`config.mk`:
```
export PLATFORM = sky130hd
export DESIGN_NAME = cpu_clock_ctrl_flat
export DESIGN_NICKNAME = d
export VERILOG_FILES = /design/src/rtl/hack_clk_pkg.sv /design/src/rtl/cpu_clock_ctrl_if.sv /design/src/rtl/cpu_clock_ctrl_sync_edge.sv /design/src/rtl/cpu_clock_ctrl.sv /design/src/flat_wrapper.sv
export SDC_FILE = /design/constraint.sdc
export NUM_CORES = 1
export LEC_CHECK = 0
export BUFFER_PORTS_ARGS = -buffer_cell sky130_fd_sc_hd__buf_2
export CAP_MARGIN = 20
export CORE_UTILIZATION = 24
export DETAILED_ROUTE_END_ITERATION = 10
export PLACE_DENSITY_LB_ADDON = 0.08
export SYNTH_ARGS = -nofsm -noshare
export SYNTH_HDL_FRONTEND = slang
export SYNTH_SLANG_ARGS = --single-unit
```
`constraint.sdc`:
```
create_clock -name clk -period 3.2 [get_ports clk]
set_input_delay 0.48 -clock clk [delete_from_list [all_inputs] [get_ports clk]]
set_output_delay 0.48 -clock clk [all_outputs]
set_load 0.1 [all_outputs]
```
`src/rtl/hack_clk_pkg.sv`:
```
// Shared definitions for the CPU clock controller: controller states and
// default sizing constants.
package hack_clk_pkg;

    typedef enum logic [1:0] {
        ST_POR  = 2'd0,
        ST_RUN  = 2'd1,
        ST_HALT = 2'd2,
        ST_STEP = 2'd3
    } state_t;

    localparam int DEF_POR_TICKS = 16;
    localparam int DEF_CNT_W     = 32;

endpackage

```
`src/rtl/cpu_clock_ctrl_if.sv`:
```
// Control/status bundle between the front-panel/clock-divider side (master)
// and the CPU clock controller (slave).
interface cpu_clock_ctrl_if
    import hack_clk_pkg::*;
#(
    parameter int CNT_W = DEF_CNT_W
);
    logic             tick;
    logic             run_btn;
    logic             halt_btn;
    logic             step_btn;
    logic             cpu_ce;
    logic             cpu_reset;
    logic             running;
    logic [CNT_W-1:0] cycle_count;

    modport master (
        output tick, run_btn, halt_btn, step_btn,
        input  cpu_ce, cpu_reset, running, cycle_count
    );

    modport slave (
        input  tick, run_btn, halt_btn, step_btn,
        output cpu_ce, cpu_reset, running, cycle_count
    );
endinterface

```
`src/rtl/cpu_clock_ctrl_sync_edge.sv`:
```
// Two-flop synchronizer plus rising-edge detector; a held level yields a
// single one-clk press pulse, registered so it appears 3 clk after the raw rise.
module sync_edge (
    input  logic clk,
    input  logic reset,
    input  logic i_btn,
    output logic o_press
);
    logic r_sync1;
    logic r_sync2;
    logic r_edge;
    logic r_press;

    always_ff @(posedge clk) begin
        if (reset) begin
            r_sync1 <= 1'b0;
            r_sync2 <= 1'b0;
            r_edge  <= 1'b0;
            r_press <= 1'b0;
        end else begin
            r_sync1 <= i_btn;
            r_sync2 <= r_sync1;
            r_edge  <= r_sync2;
            r_press <= r_sync2 & ~r_edge;
        end
    end

    assign o_press = r_press;
endmodule

```
`src/rtl/cpu_clock_ctrl.sv`:
```
// CPU clock-enable controller: power-on reset hold, run/halt/single-step
// control from debounced front-panel buttons, and a CPU cycle counter.
module cpu_clock_ctrl
    import hack_clk_pkg::*;
#(
    parameter int POR_TICKS = DEF_POR_TICKS,
    parameter bit START_RUN = 1'b1,
    parameter int CNT_W     = DEF_CNT_W
)(
    input logic             clk,
    input logic             reset,
    cpu_clock_ctrl_if.slave bus
);
    localparam logic [7:0] POR_LAST = 8'(POR_TICKS - 1);
    localparam state_t     POR_EXIT = START_RUN ? ST_RUN : ST_HALT;

    logic             w_runPress;
    logic             w_haltPress;
    logic             w_stepPress;
    state_t           r_state;
    state_t           w_stateNext;
    logic [7:0]       r_porCnt;
    logic [7:0]       w_porCntNext;
    logic             w_ceNext;
    logic             r_ce;
    logic             r_cpuReset;
    logic             r_running;
    logic [CNT_W-1:0] r_count;

    sync_edge u_runSync (
        .clk     (clk),
        .reset   (reset),
        .i_btn   (bus.run_btn),
        .o_press (w_runPress)
    );

    sync_edge u_haltSync (
        .clk     (clk),
        .reset   (reset),
        .i_btn   (bus.halt_btn),
        .o_press (w_haltPress)
    );

    sync_edge u_stepSync (
        .clk     (clk),
        .reset   (reset),
        .i_btn   (bus.step_btn),
        .o_press (w_stepPress)
    );

    // Halt always wins; a press that changes state swallows a tick in the same clk.
    always_comb begin
        w_stateNext  = r_state;
        w_porCntNext = r_porCnt;
        w_ceNext     = 1'b0;
        case (r_state)
            ST_POR: begin
                if (bus.tick) begin
                    if (r_porCnt == POR_LAST) begin
                        w_stateNext  = POR_EXIT;
                        w_porCntNext = 8'd0;
                    end else begin
                        w_porCntNext = r_porCnt + 8'd1;
                    end
                end
            end
            ST_RUN: begin
                if (w_haltPress) begin
                    w_stateNext = ST_HALT;
                end else begin
                    w_ceNext = bus.tick & ~r_ce;
                end
            end
            ST_HALT: begin
                if (!w_haltPress) begin
                    if (w_runPress) begin
                        w_stateNext = ST_RUN;
                    end else if (w_stepPress) begin
                        w_stateNext = ST_STEP;
                    end
                end
            end
            ST_STEP: begin
                if (w_haltPress) begin
                    w_stateNext = ST_HALT;
                end else if (bus.tick && !r_ce) begin
                    w_ceNext    = 1'b1;
                    w_stateNext = ST_HALT;
                end
            end
            default: begin
                w_stateNext = ST_POR;
            end
        endcase
    end

    // cpu_reset follows the current state, so it drops one clk after leaving POR.
    always_ff @(posedge clk) begin
        if (reset) begin
            r_state    <= ST_POR;
            r_porCnt   <= 8'd0;
            r_ce       <= 1'b0;
            r_cpuReset <= 1'b1;
            r_running  <= 1'b0;
            r_count    <= '0;
        end else begin
            r_state    <= w_stateNext;
            r_porCnt   <= w_porCntNext;
            r_ce       <= w_ceNext;
            r_cpuReset <= (r_state == ST_POR);
            r_running  <= (w_stateNext == ST_RUN);
            if (w_ceNext) begin
                r_count <= r_count + CNT_W'(1);
            end
        end
    end

    assign bus.cpu_ce      = r_ce;
    assign bus.cpu_reset   = r_cpuReset;
    assign bus.running     = r_running;
    assign bus.cycle_count = r_count;
endmodule
```
`src/flat_wrapper.sv`:
```
// flat-port wrapper written by rule: the top's interface ports become plain ports
module cpu_clock_ctrl_flat import hack_clk_pkg::*;
#(
    parameter int POR_TICKS = DEF_POR_TICKS,
    parameter bit START_RUN = 1'b1,
    parameter int CNT_W     = DEF_CNT_W
)
  (clk, reset, bus_tick, bus_run_btn, bus_halt_btn, bus_step_btn, bus_cpu_ce, bus_cpu_reset, bus_running, bus_cycle_count);
  cpu_clock_ctrl_if #(.CNT_W(CNT_W)) bus_i ();
  input logic clk;
  input logic reset;
  input wire logic [$bits(bus_i.tick)-1:0] bus_tick;
  input wire logic [$bits(bus_i.run_btn)-1:0] bus_run_btn;
  input wire logic [$bits(bus_i.halt_btn)-1:0] bus_halt_btn;
  input wire logic [$bits(bus_i.step_btn)-1:0] bus_step_btn;
  output wire logic [$bits(bus_i.cpu_ce)-1:0] bus_cpu_ce;
  output wire logic [$bits(bus_i.cpu_reset)-1:0] bus_cpu_reset;
  output wire logic [$bits(bus_i.running)-1:0] bus_running;
  output wire logic [$bits(bus_i.cycle_count)-1:0] bus_cycle_count;
  assign bus_i.tick = bus_tick;
  assign bus_i.run_btn = bus_run_btn;
  assign bus_i.halt_btn = bus_halt_btn;
  assign bus_i.step_btn = bus_step_btn;
  assign bus_cpu_ce = bus_i.cpu_ce;
  assign bus_cpu_reset = bus_i.cpu_reset;
  assign bus_running = bus_i.running;
  assign bus_cycle_count = bus_i.cycle_count;
  cpu_clock_ctrl #(.POR_TICKS(POR_TICKS), .START_RUN(START_RUN), .CNT_W(CNT_W)) u_core (.clk(clk), .reset(reset), .bus(bus_i));
endmodule
```
Yosys cells after proc, flatten, opt, wreduce, memory -nomap -nowiden
Index checks and enable logic that the tools add are counted.
{"block": "totals", "reg_bits": 57, "input_bits": 6, "output_inout_bits": 35, "elab_cells": 51}
{"block": "classes", "n_addsub": 2, "eq_ne": 5, "n_mux": 14, "bitwise": 8, "n_reduce_logical": 4}
{"cell": "$add A32 B1 Y32 const B", "count": 1}
{"cell": "$mux W2", "count": 8}
{"cell": "$add A8 B1 Y8 const B", "count": 1}
{"cell": "$eq A8 B4 Y1 const B", "count": 1}
{"cell": "$mux W8", "count": 1}
{"cell": "$pmux W2 S4", "count": 1}
{"cell": "$and A1 B1 Y1", "count": 4}
{"cell": "$eq A2 B1 Y1 const B", "count": 2}
{"cell": "$eq A2 B2 Y1 const B", "count": 2}
{"cell": "$not A1 Y1", "count": 4}
{"cell": "$mux W1", "count": 3}
{"cell": "$logic_not A2 Y1", "count": 1}
{"cell": "$pmux W1 S2", "count": 1}
{"cell": "$reduce_and A2 Y1", "count": 1}
{"cell": "$logic_and A1 B1 Y1", "count": 1}
{"cell": "$logic_not A1 Y1", "count": 1}

Longest topological paths before layout
{"block": "depth", "word_depth": 6, "depth_mapped": 7, "ltp_nobuf": 5}

By module
From an unflattened synthesis, not the netlist that was laid out.
{"block": "hier_totals", "hier_cells": 272, "area_unflattened_um2": 2478.6}
{"mod": "cpu_clock_ctrl", "instances": 1, "cells_per_inst": 248, "seq_area_each_um2": 900.9, "area_each_um2": 2144.6}
{"mod": "sync_edge", "instances": 3, "cells_per_inst": 8, "seq_area_each_um2": 80.1, "area_each_um2": 111.4}

Worst setup path after synthesis
Ideal clock, no wire load.
{"block": "synth_path", "path_type": "reg-to-reg", "from": "register u_core.r_count[3] (netlist: u_core.bus.cycle_count[3])", "to": "register u_core.r_count[24] (netlist: u_core.bus.cycle_count[24])", "path_slack_ns": 0.488, "required_ns": 3.079, "path_stages_with_launch": 7, "setup_time_ns": 0.121, "t_arrival_ns": 2.591, "period_less_slack_ns": 2.712, "path_cell_list": "dfxtp_1 nand4_1 or4_1 buf_2 clkbuf_1 nor3_1 mux2_2"}
{"block": "synth_via", "elab_chain_cells": 1}
{"element": "from (decl)", "line_no": "cpu_clock_ctrl.sv:28", "source": "logic [CNT_W-1:0] r_count;"}
{"element": "from (signal assigned)", "line_no": "cpu_clock_ctrl.sv:113", "source": "r_count <= r_count + CNT_W'(1);"}
{"element": "$add A32 B1 Y32", "line_no": "cpu_clock_ctrl.sv:113"}
No other way between the ends.
A chain may end at the register's enable or synchronous reset.

Worst setup path after layout
{"block": "layout_path", "from": "register u_core.r_count[3] (netlist: u_core.bus.cycle_count[3])", "to": "register u_core.r_count[20] (netlist: u_core.bus.cycle_count[20])"}
Same word-level chain as after synthesis.

==> reports/qor.txt <==
STA
------------------------------------------------------------------------------------------------------
Crit share post-route                                                                            75.0%
Max-Slew Margin vs Limit                                                                         37.5%
Setup repair after global routing missed its margin                                              false
Number of setup violations in the final report                                                       0
Worst setup margin                                                                              798 ps
Final setup skew                                                                               8.62 ps
Final Critical Period                                                                          2400 ps
Number of max-slew violations in the final report                                                    0
Actual slew at the worst max-slew pin                                                           937 ps
Endpoints failing hold                                                                               0
FMAX                                                                                           416 MHz
Total negative setup slack                                                                        0 ps

DIE
------------------------------------------------------------------------------------------------------
Die height                                                                                      103 µm
Initial core utilization                                                                         24.8%
I/O Pins                                                                                            41
Floorplan Core Area                                                                           9820 µm²
Die Outline Area                                                                             10600 µm²
X dimension of the die                                                                          103 µm
Row Count                                                                                           36

CRITICAL PATH
------------------------------------------------------------------------------------------------------
Reg-to-reg setup timing slack                                                                   800 ps
Worst flop-to-flop path endpoint                                                          u_core.bus.cycle_count[20]
Signal arrival time at the worst endpoint                                                      2670 ps
Maximum fanout count along the critical path                                                        33
Type of the setup path with the least slack                                               register to register
Endpoint class of the critical path                                                           register
FF-to-FF Start                                                                            u_core.bus.cycle_count[3]
Setup crit start kind                                                                         register
WP data required                                                                               3470 ps
FF-to-FF path depth                                                                                  4

SYNTH
------------------------------------------------------------------------------------------------------
Total standard cell area after synthesis                                                      2430 µm²
Leading post-synthesis cells by cell area                                                 dfxtp_1 47%, or4_1 4.9%, a21oi_1 4.5%, nor2b_1 4.4%, o31ai_1 4.3%
Synth top area share                                                                             46.9%
Net count after synthesis                                                                          280
Cell count after synthesis                                                                         272
Sequential share of the synthesized area                                                         46.9%
Synth Warn #                                                                                         0
Avg Cell Area, Syn                                                                            8.95 µm²
Flop and latch count out of synthesis                                                               57
Post-synthesis cell type with the largest combined area                                        dfxtp_1
Number of distinct standard cells referenced by the synthesized netlist                             38

POWER
------------------------------------------------------------------------------------------------------
Static leakage power                                                                           1.10 nW
Worst-case vdd ir drop                                                                        0.236 mV
Pwr Density                                                                                 486 nW/µm²

DETAILED ROUTING
------------------------------------------------------------------------------------------------------
Total number of vias                                                                              2042
First-pass detailed-route iteration total                                                            4
ANT nets after route                                                                                 0
Routed Wire Length                                                                             5600 µm
Avg WL per Cell                                                                                12.5 µm
Number of remaining DRC errors                                                                       0
Per-cell via count in the routed design                                                           4.55
DRT iter0 DRCs                                                                                      50

GLOBAL ROUTING
------------------------------------------------------------------------------------------------------
First-pass GRT wire length                                                                     9150 µm
Maximum number of pins on one net before global-route repair                                        39
Residual overflow from global routing                                                                0
Gr usage total                                                                                   11.6%
Initial antenna violation count                                                                      0
Vias in the first global route                                                                    1887

MIN PATH
------------------------------------------------------------------------------------------------------
Hold worst-path end                                                                       u_core.u_runSync.r_sync1
Number of stages on the worst hold path                                                              2
Start point of the worst hold path                                                         bus_run_btn
Worst hold-check path type                                                                input pin to register

PLACED DESIGN
------------------------------------------------------------------------------------------------------
Detailed Place HPWL                                                                            3860 µm
Number of buffer cells added on primary ports                                                       40
Last weighted congestion value of the routability-driven placer                                  0.705
Number of placed instances with taps included                                                      433
Worst setup slack before clock tree synthesis                                                   767 ps

STATUS
------------------------------------------------------------------------------------------------------
Run status                                                                                finished, final reports clean

FINAL LAYOUT
------------------------------------------------------------------------------------------------------
Fraction of layout cells with a size suffix above 1                                              20.9%
Final layout net count                                                                             319
Number of standard cells in the layout, taps in and fillers out                                    449
Largest register FFs                                                                                32
Number of antenna cells inserted                                                                     0
Count of filler cells inserted in the layout                                                      1115
Area growth from synthesis to final layout                                                       21.5%

CTS
------------------------------------------------------------------------------------------------------
Post-CTS setup-driven buffer insertion count                                                         0
Post-cts repair resize count                                                                         0
Clock transition at the register clock pins on the worst setup and hold paths after CTS          70 ps
CTS tree                                                                                         built
Clock latency on the worst-skew pair                                                            340 ps
Clk sink count                                                                                      57
Hold buffer count at CTS                                                                             0
CTS max path bufs                                                                                    2
Number of H-tree levels                                                                              3
Library cell used as clock root buffer                                                        clkbuf_8
Num CTS Buffers                                                                                      9

JOB
------------------------------------------------------------------------------------------------------
Max Cap Violations                                                                                   0

-- layer usage --
metal	part of all wire, %	vias to the layer above	GRT usage, %	routed length (µm)
met5	0	-	0	0
met4	1.3	0	4.62	72
met3	5.4	8	4.88	302
met2	45	34	17.8	2500
met1	49	933	14.3	2730
li1	-	1067	-	-
-- cell families after synthesis --
logic type	share of synthesized area [%]
xor gates and xnor gates	5.40
buffers and inverters	3.19
adders and majority gates	1.03
and+or+nand+nor	29.8
DFF	46.9
AOI/OAI and AO/OA	11.0
muxes	2.72
-- where the power goes --
part	internal, mW	leakage (nW)	total (mW)	switching [mW]
sequential	0.717	0.461	0.722	0.00452
combinational	0.0130	0.540	0.0325	0.0195
clock	0.365	0.100	0.685	0.319
total	1.10	1.10	1.44	0.343
-- worst max path at each step --
stage	startpoint	cells after the start	to	slack (ps)
after floorplan	u_core.bus.cycle_count[3]	6	u_core.bus.cycle_count[24]	490
after global placement	u_core.bus.cycle_count[3]	4	u_core.bus.cycle_count[16]	840
after detailed placement	u_core.bus.cycle_count[3]	4	u_core.bus.cycle_count[30]	770
after CTS	u_core.bus.cycle_count[3]	4	u_core.bus.cycle_count[30]	760
after global routing	u_core.bus.cycle_count[4]	4	u_core.bus.cycle_count[20]	630
final	u_core.bus.cycle_count[3]	4	u_core.bus.cycle_count[20]	800
-- synth_stat cells --
cell      number
dfxtp_1       57
nor2_1        23
a21oi_1       22
nor2b_1       17
nand2_1       16
or4_1         16
o31ai_1       14
nand3_1       12
clkbuf_1      10
nand4_1       10
nor3_1        10
xor2_1         9
o21ai_0        6
xnor2_1        6
and3_1         5
mux2_2         5
or3_1          4
and4_1         3
inv_1          3
and3b_1        2
buf_1          2
ha_1           2
nand2b_1       2
nor4_1         2
a211oi_1       1
and2_1         1
buf_2          1
buf_6          1
clkbuf_2       1
mux2i_1        1
nand3b_1       1
nand4b_1       1
nor3b_1        1
nor4bb_1       1
o21a_1         1
o21bai_1       1
or2_2          1
or3b_2         1
-- worst max-delay path, cell delays in order, from the launching register on --
cell and delay (ps):
dfxtp_1 420, nand4_1 150, or4_1 970, or4_1 640, a21oi_1 140
-- placed cells by master (no fill, tap or decap), types with 2 or more instances in the layout --
master | synthesis | layout
dfxtp_1 | 57 | 57
buf_2 | 1 | 40
nor2_1 | 23 | 23
a21oi_1 | 22 | 22
nor2b_1 | 17 | 17
nand2_1 | 16 | 16
or4_1 | 16 | 16
o31ai_1 | 14 | 14
nand3_1 | 12 | 12
nand4_1 | 10 | 10
nor3_1 | 10 | 10
xor2_1 | 9 | 9
clkbuf_8 | 0 | 9
xnor2_1 | 6 | 6
o21ai_0 | 6 | 6
and3_1 | 5 | 5
mux2_2 | 5 | 5
or3_1 | 4 | 4
and4_1 | 3 | 3
inv_1 | 3 | 3
buf_4 | 0 | 3
nor4_1 | 2 | 2
nand2b_1 | 2 | 2
and3b_1 | 2 | 2
ha_1 | 2 | 2
clkinv_4 | 0 | 2
inv_6 | 0 | 2
-- layout make-up --
type                            count  area [µm²]  share of cell area, %
Multi-Input combinational cell    197        1220                   41.1
Sequential cell                    57        1140                   38.6
Timing Repair Buffer               43         223                   7.53
Tap cell                          133         166                   5.62
Clock buffer                        9         124                   4.19
Clock inverter                      7        77.6                   2.62
Inverter                            3        11.3                  0.381
-- through the flow --
stage	power (mW)	cell area [µm²]	hold slack [ps]	util, %
2_1_floorplan	0.759	2430	367	-
3_3_place_gp	0.772	2760	373	28.1
3_5_place_dp	0.772	2760	372	28.1
4_1_cts	1.47	2960	318	30.1
5_1_grt	1.50	2960	324	30.1
6_report	1.44	2960	340	30.1
Note: power is estimated with default switching activity, not from simulation.
